<file path="config.mk">
export PLATFORM = sky130hd
export DESIGN_NAME = fifo_stream_reader
export DESIGN_NICKNAME = d
export VERILOG_FILES = /design/src/rtl/fifo_rd_pkg.sv /design/src/rtl/skid_buf2.sv /design/src/rtl/fifo_stream_reader.sv
export SDC_FILE = /design/constraint.sdc
export NUM_CORES = 1
export LEC_CHECK = 0
export BUFFER_PORTS_ARGS = -buffer_cell sky130_fd_sc_hd__buf_2
export CAP_MARGIN = 20
export CELL_PAD_IN_SITES_DETAIL_PLACEMENT = 2
export CELL_PAD_IN_SITES_GLOBAL_PLACEMENT = 2
export CORE_MARGIN = 4
export CORE_UTILIZATION = 31
export CTS_CLUSTER_SIZE = 28
export DETAILED_ROUTE_END_ITERATION = 7
export PLACE_DENSITY = 0.83
export SLEW_MARGIN = 5
export SYNTH_ARGS = -nofsm -noshare
export SYNTH_HDL_FRONTEND = slang
export SYNTH_SLANG_ARGS = --single-unit
</file>
<file path="constraint.sdc">
create_clock -name clk -period 2.3 [get_ports clk]
set_input_delay 0.115 -clock clk [delete_from_list [all_inputs] [get_ports clk]]
set_output_delay 0.115 -clock clk [all_outputs]
set_load 0.01 [all_outputs]
</file>
<file path="src/rtl/fifo_rd_pkg.sv">
// Shared types for the FIFO read-side drain engine.
// Buffer depth and occupancy states.
package fifo_rd_pkg;

  localparam int BUF_DEPTH = 2;

  typedef enum logic [1:0] {
    S_EMPTY = 2'd0,
    S_ONE   = 2'd1,
    S_TWO   = 2'd2
  } rd_state_t;

endpackage

</file>
<file path="src/rtl/skid_buf2.sv">
// Two-entry in-order output buffer with push/pop/clear.
// Entry 0 is always the oldest word; state doubles as level.
module skid_buf2
  import fifo_rd_pkg::*;
#(
  parameter int DATA_WIDTH = 8
) (
  input  logic                  clk,
  input  logic                  reset,
  input  logic                  clear_i,
  input  logic                  push_i,
  input  logic                  pop_i,
  input  logic [DATA_WIDTH-1:0] din_i,
  output logic [DATA_WIDTH-1:0] head_o,
  output rd_state_t             state_o
);

  rd_state_t             state_q, state_d;
  logic [DATA_WIDTH-1:0] e0_q, e0_d;
  logic [DATA_WIDTH-1:0] e1_q, e1_d;

  always_comb begin
    state_d = state_q;
    e0_d    = e0_q;
    e1_d    = e1_q;
    case (state_q)
      S_EMPTY: begin
        if (push_i) begin
          e0_d    = din_i;
          state_d = S_ONE;
        end
      end
      S_ONE: begin
        // popping the only entry while a word lands: head replaced
        if (push_i && pop_i) begin
          e0_d = din_i;
        end else if (push_i) begin
          e1_d    = din_i;
          state_d = S_TWO;
        end else if (pop_i) begin
          state_d = S_EMPTY;
        end
      end
      S_TWO: begin
        if (pop_i) begin
          e0_d = e1_q;
          if (push_i) e1_d = din_i;
          else state_d = S_ONE;
        end
      end
      default: state_d = S_EMPTY;
    endcase
    if (clear_i) state_d = S_EMPTY;
  end

  always_ff @(posedge clk) begin
    if (reset) begin
      state_q <= S_EMPTY;
      e0_q    <= '0;
      e1_q    <= '0;
    end else begin
      state_q <= state_d;
      e0_q    <= e0_d;
      e1_q    <= e1_d;
    end
  end

  assign head_o  = e0_q;
  assign state_o = state_q;

endmodule

</file>
<file path="src/rtl/fifo_stream_reader.sv">
// Drains the FIFO into a valid/ready stream, hiding the
// one-cycle storage read latency behind a 2-entry buffer.
module fifo_stream_reader
  import fifo_rd_pkg::*;
#(
  parameter int DATA_WIDTH = 8
) (
  input  logic                  clk,
  input  logic                  reset,
  input  logic                  flush,
  input  logic                  fifo_empty,
  output logic                  fifo_rd,
  input  logic [DATA_WIDTH-1:0] fifo_rdata,
  output logic                  m_valid,
  input  logic                  m_ready,
  output logic [DATA_WIDTH-1:0] m_data,
  output logic [1:0]            buf_level
);

  rd_state_t  state;
  logic       inflight_q, inflight_d;
  logic       pop, capture;
  logic [2:0] outstanding;

  assign m_valid = (state != S_EMPTY);
  assign pop     = m_valid & m_ready;
  assign capture = inflight_q & ~flush;

  // words held plus words requested, after this cycle's pop
  assign outstanding = 3'(state) + 3'(inflight_q) - 3'(pop);

  assign fifo_rd = ~fifo_empty & ~flush & ~reset
                 & (outstanding < 3'(BUF_DEPTH));

  assign inflight_d = fifo_rd;

  always_ff @(posedge clk) begin
    if (reset) inflight_q <= 1'b0;
    else       inflight_q <= inflight_d;
  end

  skid_buf2 #(
    .DATA_WIDTH(DATA_WIDTH)
  ) u_buf (
    .clk    (clk),
    .reset  (reset),
    .clear_i(flush),
    .push_i (capture),
    .pop_i  (pop),
    .din_i  (fifo_rdata),
    .head_o (m_data),
    .state_o(state)
  );

  assign buf_level = state;

endmodule

</file>
==> results of run 1 <==
==> power breakdown <==
| part | switching, W | internal [W] | total [W] | leakage, nW |
|---|---|---|---|---|
| sequential | 0.00000618 | 0.000337 | 0.000344 | 0.154 |
| clock | 0.000103 | 0.0000676 | 0.000170 | 0.0150 |
| combinational | 0.0000396 | 0.0000364 | 0.0000759 | 0.350 |
==> metal layers <==
layer / vias up / GRT usage, % / wire (um) / share of wire, %
met2: 12 / 23.37 / 1290 / 50
li1: 415 / - / - / -
met1: 402 / 16.16 / 1187 / 46
met5: - / 0 / 0 / 0
met3: 0 / 3.813 / 86 / 3.4
met4: 0 / 1.583 / 0 / 0
==> cell usage in the layout, fill, tap and decap left out <==
| cell | count |
|---|---|
| nand2_1 | 1 |
| or3_1 | 1 |
| inv_1 | 1 |
| or2_2 | 1 |
| o22a_1 | 1 |
| nor4bb_1 | 1 |
| or3b_4 | 1 |
| nor2_1 | 1 |
| dfxtp_1 | 18 |
| dfxtp_2 | 1 |
| fa_2 | 1 |
| a211oi_4 | 1 |
| xnor2_2 | 1 |
| a211oi_1 | 8 |
| o21ai_1 | 1 |
| nor4b_2 | 1 |
| or3b_2 | 1 |
| inv_2 | 1 |
| and4b_1 | 2 |
| o21a_1 | 1 |
| nand3b_1 | 2 |
| a21oi_1 | 2 |
| nor3_1 | 1 |
| buf_4 | 4 |
| mux2i_1 | 16 |
| clkbuf_4 | 3 |
| nand2b_1 | 18 |
| nor4_1 | 8 |
| buf_2 | 24 |
| nor2b_1 | 2 |
| clkbuf_1 | 1 |
==> worst paths after layout <==
path | slack, ns | to | startpoint
hold reg to reg | 0.49 | u_buf.e1_q[4] | u_buf.e1_q[4]
setup reg to reg | 0.44 | u_buf.e1_q[0] | u_buf.state_o[1]
hold / removal | 0.08 | u_buf.e1_q[3] | fifo_rdata[3]
setup / recovery | 0.19 | fifo_rd | u_buf.state_o[0]
==> cell type report <==
| class | instances | area (sq um) | share of cell area [%] |
|---|---|---|---|
| flip-flops and latches | 19 | 381.6 | 31.51 |
| repair buffers | 28 | 150.1 | 12.40 |
| inverters | 2 | 7.507 | 0.6198 |
| well taps | 44 | 55.05 | 4.545 |
| clock buffers | 4 | 26.28 | 2.169 |
| multi-input cells | 73 | 590.6 | 48.76 |
==> cell families after synthesis <==
kind of cell	Yosys count
adders and majority gates	1
muxes	16
AOI/OAI and AO/OA	14
buffers and inverters	9
DFF	19
xor gates and xnor gates	1
and+or+nand+nor	41
==> through the flow <==
stage / worst slack [ns] / area [sq um] / hold slack (ns) / total power [W] / instances
finish: 0.1884 / 1211 / 0.07981 / 0.0005898 / 170
global route: 0.07932 / 1211 / 0.05940 / 0.0006246 / 170
CTS: 0.01172 / 1200 / 0.06962 / 0.0006005 / 170
detailed placement: 0.3682 / 1174 / 0.4032 / 0.0004280 / 166
global placement: 0.4747 / 1174 / 0.3908 / 0.0004240 / 166
floorplan: 0.1554 / 1003 / 0.1919 / 0.0003925 / 101
==> worst max-delay path: cells and delay by family (launching register included) <==
family	cells	cell delay [ns]
flip-flops	1	0.37
buffers and inverters	2	0.26
adder cells (fa/ha/maj)	1	0.56
AND/OR/NAND/NOR	2	0.42
AO/OA/AOI/OAI	1	0.10
==> registers in the layout, indices dropped and copies added (netlist names) <==
signal / count
u_buf.state_o: 2
u_buf.e1_q: 8
u_buf.head_o: 8
inflight_q: 1
==> repair_timing <==
item | 4_1_cts | 5_1_grt
endpoints found under the setup margin | 0 | 1
hold endpoints to repair | 0 | 0
resized for setup | 0 | 5
==> impl_metrics.env, run 1 <==
export IMPL_route_detailed_drc=0
export IMPL_slew_headroom_pct=59.66
export IMPL_fmax_mhz=473.6
export IMPL_reg2reg_depth=4
export IMPL_ant_nets=0
export IMPL_final_min_clock_period_ns=2.112
export IMPL_yosys_cell_count_top_type="dfxtp_1"
export IMPL_coreArea_sq_um=3078
export IMPL_die_h_um=64.90
export IMPL_synth_nets=115
export IMPL_num_vias=829
export IMPL_io_pins=25
export IMPL_holdPathStages=3
export IMPL_clockRootBuffer="clkbuf_4"
export IMPL_synth_fa_ha_area_share_pct=1.995
export IMPL_worstPathArrival_ns=2.00
export IMPL_p_per_area_nw_per_um2=487.0
export IMPL_ys_seq_area_share_pct=37.91
export IMPL_synth_cells=101
export IMPL_yosysUniqueCellTypes=28
export IMPL_async_reset_ff_share_pct=0
export IMPL_p_leak_nw=0.5191
export IMPL_n_antenna_cell=0
export IMPL_ys_ff_latch=19
export IMPL_slowest_delay_ns=0.56
export IMPL_cp_start_kind="flip-flop"
export IMPL_syn_area_sq_um=1003
export IMPL_rsz0062_at_grt="false"
export IMPL_drtIter0Drc=26
export IMPL_dieArea_sq_um=4211
export IMPL_drt_wl_total_um=2564
export IMPL_fin_crit_sh_pct=91.81
export IMPL_grt_pass1_wl_um=4374
export IMPL_synth_area_mux_share_pct=15.96
export IMPL_num_rows=20
export IMPL_clockBufferDepth=2
export IMPL_synth_xor_area_share_pct=0.8728
export IMPL_tritoncts="yes"
export IMPL_grt_max_degree=27
export IMPL_hpwl_um=1975
export IMPL_critical_path_class="flip-flop to primary output"
export IMPL_hold_viol=0
export IMPL_fin_nets=141
export IMPL_cts_hold_buffers=0
export IMPL_status="completed"
export IMPL_ys_top_cells_by_area="dfxtp_1 (38%), mux2i_1 (16%), nand2b_1 (11%)"
export IMPL_place_gp_congestion=0.7254
export IMPL_clock_skew_ns=0.003052
export IMPL_syn_to_final_growth_pct=20.70
export IMPL_die_w_um=64.90
export IMPL_drive_above_1_share_pct=31.75
export IMPL_final_max_slew_viol_count=0
export IMPL_worstPathRequired_ns=2.18
export IMPL_synth_top_family_by_area="simple AND/OR/NAND/NOR gates"
export IMPL_critPathMaxFanout=9
export IMPL_yosys_area_top_type_share_pct=37.91
export IMPL_synth_edff_count=0
export IMPL_start_util_pct=32.60
export IMPL_synth_commonest_cells="dfxtp_1 (19), nand2b_1 (18), mux2i_1 (16), a211oi_1 (8), nor4_1 (8)"
export IMPL_h_tree_depth=1
export IMPL_synthSimpleGateAreaFrac_pct=27.93
export IMPL_clk_latency_ns=0.30
export IMPL_port_buffers=24
export IMPL_setup_tns_final_ns=0
export IMPL_min_path_type="input pin to flip-flop"
export IMPL_fill_cells=335
export IMPL_syn_avg_cell_area_sq_um=9.935
export IMPL_setup_viol=0
export IMPL_grt_usage_pct=13.20
export IMPL_synth_compound_area_share_pct=11.10
export IMPL_ys_flop_type="dfxtp_1"
export IMPL_utilization_pct=39.35
export IMPL_first_pass_iters=3
export IMPL_crit_path_end_kind="primary output"
export IMPL_cts_clk_slew_worst_paths_ns=0.11
export IMPL_wl_per_cell_um=15.08
export IMPL_crit_slowest_cell="fa_2"
export IMPL_routed_via_density=4.876
export IMPL_grt_pass1_vias=924
export IMPL_yosysWarningCount=0
export IMPL_cp_cell_sequence="nand3b_1, inv_2, o21ai_1, fa_2, and4b_1, buf_2"
export IMPL_post_cts_buffers=0
export IMPL_grt_overflow_total=0
export IMPL_antenna_found_initial=0
export IMPL_cts_buffers=3
export IMPL_ir_drop_mv=0.3219
export IMPL_timing_max_cap_violations=0
export IMPL_clock_sinks=19
export IMPL_worstMarginPinSlew_ns=0.6031
export IMPL_synth_largest_area_cell="dfxtp_1"
No activity file was read; power rests on OpenSTA's default activity.
==> run 2: changes to the inputs <==
--- a/config.mk
+++ b/config.mk
@@ -5,15 +5,16 @@
 export SDC_FILE = /design/constraint.sdc
 export NUM_CORES = 1
 export LEC_CHECK = 0
+export ABC_AREA = 1
 export BUFFER_PORTS_ARGS = -buffer_cell sky130_fd_sc_hd__buf_2
 export CAP_MARGIN = 20
 export CELL_PAD_IN_SITES_DETAIL_PLACEMENT = 2
 export CELL_PAD_IN_SITES_GLOBAL_PLACEMENT = 2
 export CORE_MARGIN = 4
-export CORE_UTILIZATION = 31
+export CORE_UTILIZATION = 28
 export CTS_CLUSTER_SIZE = 28
 export DETAILED_ROUTE_END_ITERATION = 7
-export PLACE_DENSITY = 0.83
+export PLACE_DENSITY = 0.85
 export SLEW_MARGIN = 5
 export SYNTH_ARGS = -nofsm -noshare
 export SYNTH_HDL_FRONTEND = slang
==> run 2 against run 1 <==
Compared with the run above:
- non-clock buffer count is 1 lower
- synthesized cell count up 61%
- combinational power down 3.7%
- global-route usage is 0.55 points higher
- wire length is 22% higher
- largest cell class unchanged
- die area up 17%
- sequential power is 2% lower
- core utilization fell by 4.4 points
- power increased by 10%
- hold slack worse by 0.041 ns
- clock power increased by 41%
- fmax is 1.0% higher
==> impl_metrics.env, run 2 <==
export IMPL_critPathMaxFanout=13
export IMPL_syn_area_sq_um=1084
export IMPL_timing_max_cap_violations=0
export IMPL_drtIter0Drc=34
export IMPL_drive_above_1_share_pct=21.39
export IMPL_synth_commonest_cells="nand2_1 (41), nand3_1 (24), inv_1 (21), dfxtp_1 (19), a21oi_1 (18)"
export IMPL_cp_cell_sequence="inv_4, nand3_4, nand2_1, nand2_1, fa_1, inv_1, nor4_1, buf_2"
export IMPL_status="completed"
export IMPL_ys_seq_area_share_pct=35.10
export IMPL_tritoncts="yes"
export IMPL_min_path_type="input pin to flip-flop"
export IMPL_final_max_slew_viol_count=0
export IMPL_ant_nets=0
export IMPL_setup_tns_final_ns=0
export IMPL_hold_viol=0
export IMPL_cp_common_cell="nand2_1"
export IMPL_wl_met3_um=147
export IMPL_ys_top_cells_by_area="dfxtp_1 (35%), nand2_1 (14%), nand3_1 (11%)"
export IMPL_h_tree_depth=1
export IMPL_crit_path_end_kind="primary output"
export IMPL_clk_latency_ns=0.26
export IMPL_port_buffers=24
export IMPL_grt_pass1_wl_um=5478
export IMPL_synth_cells=163
export IMPL_coreArea_sq_um=3689
export IMPL_dieArea_sq_um=4929
export IMPL_min_from="fifo_empty"
export IMPL_slew_headroom_pct=65.25
export IMPL_fill_cells=471
export IMPL_rsz0062_at_grt="false"
export IMPL_place_gp_congestion=0.7513
export IMPL_cts_hold_buffers=0
export IMPL_r2r_slack_ns=0.70
export IMPL_die_h_um=70.21
export IMPL_route_detailed_drc=0
export IMPL_grt_usage_pct=13.75
export IMPL_crit_reg2reg_launch="u_buf.state_o[0]"
export IMPL_ys_ff_latch=19
export IMPL_worstMarginPinSlew_ns=0.5180
export IMPL_io_pins=25
export IMPL_fmax_mhz=478.5
export IMPL_yosysUniqueCellTypes=20
export IMPL_crit_family="simple AND/OR/NAND/NOR gates"
export IMPL_p_leak_nw=0.6935
export IMPL_worstPathRequired_ns=2.18
export IMPL_antenna_found_initial=0
export IMPL_crit_slowest_cell="fa_1"
export IMPL_clockRootBuffer="clkbuf_8"
export IMPL_grt_max_degree=19
export IMPL_slowest_delay_ns=0.48
export IMPL_clockBufferDepth=2
export IMPL_final_min_clock_period_ns=2.090
export IMPL_yosys_cell_count_top_type="nand2_1"
export IMPL_die_w_um=70.21
export IMPL_critical_path_class="flip-flop to primary output"
export IMPL_num_rows=22
export IMPL_n_antenna_cell=0
export IMPL_num_vias=1074
export IMPL_fin_crit_sh_pct=90.86
export IMPL_first_pass_iters=4
export IMPL_p_per_area_nw_per_um2=505.0
export IMPL_clock_sinks=19
export IMPL_yosysWarningCount=0
export IMPL_worstPathArrival_ns=1.97
export IMPL_m1WireLength_um=1461
export IMPL_async_reset_ff_share_pct=0
export IMPL_ir_drop_mv=0.3058
export IMPL_cp_num_buf_inv=3
export IMPL_cts_buffers=3
export IMPL_yosys_area_top_type_share_pct=35.10
export IMPL_wl_per_cell_um=13.28
export IMPL_final_common_cell="nand2_1"
export IMPL_clock_skew_ns=0.004218
export IMPL_final_cell_mix="nand2_1 (41), nand3_1 (24), buf_2 (24), inv_1 (21)"
export IMPL_r2r_end="inflight_q"
export IMPL_syn_to_final_growth_pct=18.94
export IMPL_holdWs_ns=0.03878
export IMPL_drt_wl_total_um=3121
export IMPL_grt_pass1_vias=1152
export IMPL_grt_overflow_total=0
export IMPL_utilization_pct=34.94
export IMPL_routed_via_density=4.570
export IMPL_top_layer="met4"
export IMPL_synth_edff_count=0
export IMPL_wl_met2_um=1485
export IMPL_holdPathStages=2
export IMPL_synth_nets=177
export IMPL_cp_start_kind="flip-flop"
export IMPL_ys_flop_type="dfxtp_1"
export IMPL_fin_nets=202
export IMPL_syn_avg_cell_area_sq_um=6.647
export IMPL_hpwl_um=2424
export IMPL_synth_largest_area_cell="dfxtp_1"
export IMPL_setup_viol=0
export IMPL_start_util_pct=29.38
export IMPL_reg2reg_depth=7
export IMPL_min_to="inflight_q"
export IMPL_cts_clk_slew_worst_paths_ns=0.07
-- run 2: cell types whose count changed after synthesis, moves of 4 or more --
cell and delta:
clkbuf_1 -4, nor4_1 -6, inv_1 +19, nand3_1 +24, a211oi_1 -8, mux2i_1 -16
nand2b_1 -18, nor2_1 +15, a21oi_1 +16, nand2_1 +40
-- run 2: how the worst max path moves through the flow --
stage | from | endpoint | slack, ns | cells past startpoint
global route | u_buf.state_o[0] | fifo_rd | 0.01 | 8
finish | u_buf.state_o[0] | fifo_rd | 0.21 | 8
global placement | u_buf.state_o[0] | fifo_rd | 0.33 | 8
detailed placement | u_buf.state_o[0] | fifo_rd | 0.19 | 8
CTS | u_buf.state_o[0] | fifo_rd | 0.10 | 8
floorplan | u_buf.state_o[1] | fifo_rd | 0.25 | 7
-- run 2: logic make-up (layout without fill, tap and decap cells) --
kind of cell	count (synthesis)	after routing	synth area share, %
compound gates	21	21	9.700
xor+xnor	1	1	0.8085
fa+ha+maj	1	1	1.848
buf+inv	32	56	12.93
flops	19	19	35.10
simple gates	89	89	39.61
-- run 2: where the power goes --
| part | total [W] | internal, W | leakage (nW) | switching [W] |
|---|---|---|---|---|
| Sequential | 0.000338 | 0.000335 | 0.154 | 0.00000333 |
| Clock | 0.000239 | 0.000123 | 0.0228 | 0.000116 |
| Combinational | 0.0000731 | 0.0000262 | 0.516 | 0.0000469 |
| Total | 0.000651 | 0.000485 | 0.693 | 0.000166 |
-- run 2: per-layer routing --
metal  track usage, %  up-vias
met5                0        -
met2            24.34       22
met3            3.597        5
met4            2.553        0
met1            16.74      489
li1                 -      558
-- run 2: what timing repair did --
item | in CTS | in global routing
pin swaps | 1 | 0
setup buffers | 2 | 0
gates resized for setup | 0 | 2
endpoints found under the setup margin | 1 | 1
-- run 2: cell type report --
type	instances	area (sq um)	share of cell area [%]
sequential	19	381.6	29.61
inverter	25	96.34	7.476
tap	48	60.06	4.660
multi-input combinational	112	563.0	43.69
clock buffer	4	45.04	3.495
timing repair buffer	27	142.6	11.07
-- run 2: stage by stage --
step / power, W / setup WS [ns] / std cells / cell area [sq um]
global route: 0.0006895 / 0.01110 / 235 / 1289
global placement: 0.0004151 / 0.3253 / 229 / 1225
detailed placement: 0.0004205 / 0.1948 / 229 / 1225
finish: 0.0006509 / 0.2103 / 235 / 1289
CTS: 0.0006630 / 0.1001 / 235 / 1285
floorplan: 0.0003884 / 0.2549 / 163 / 1084
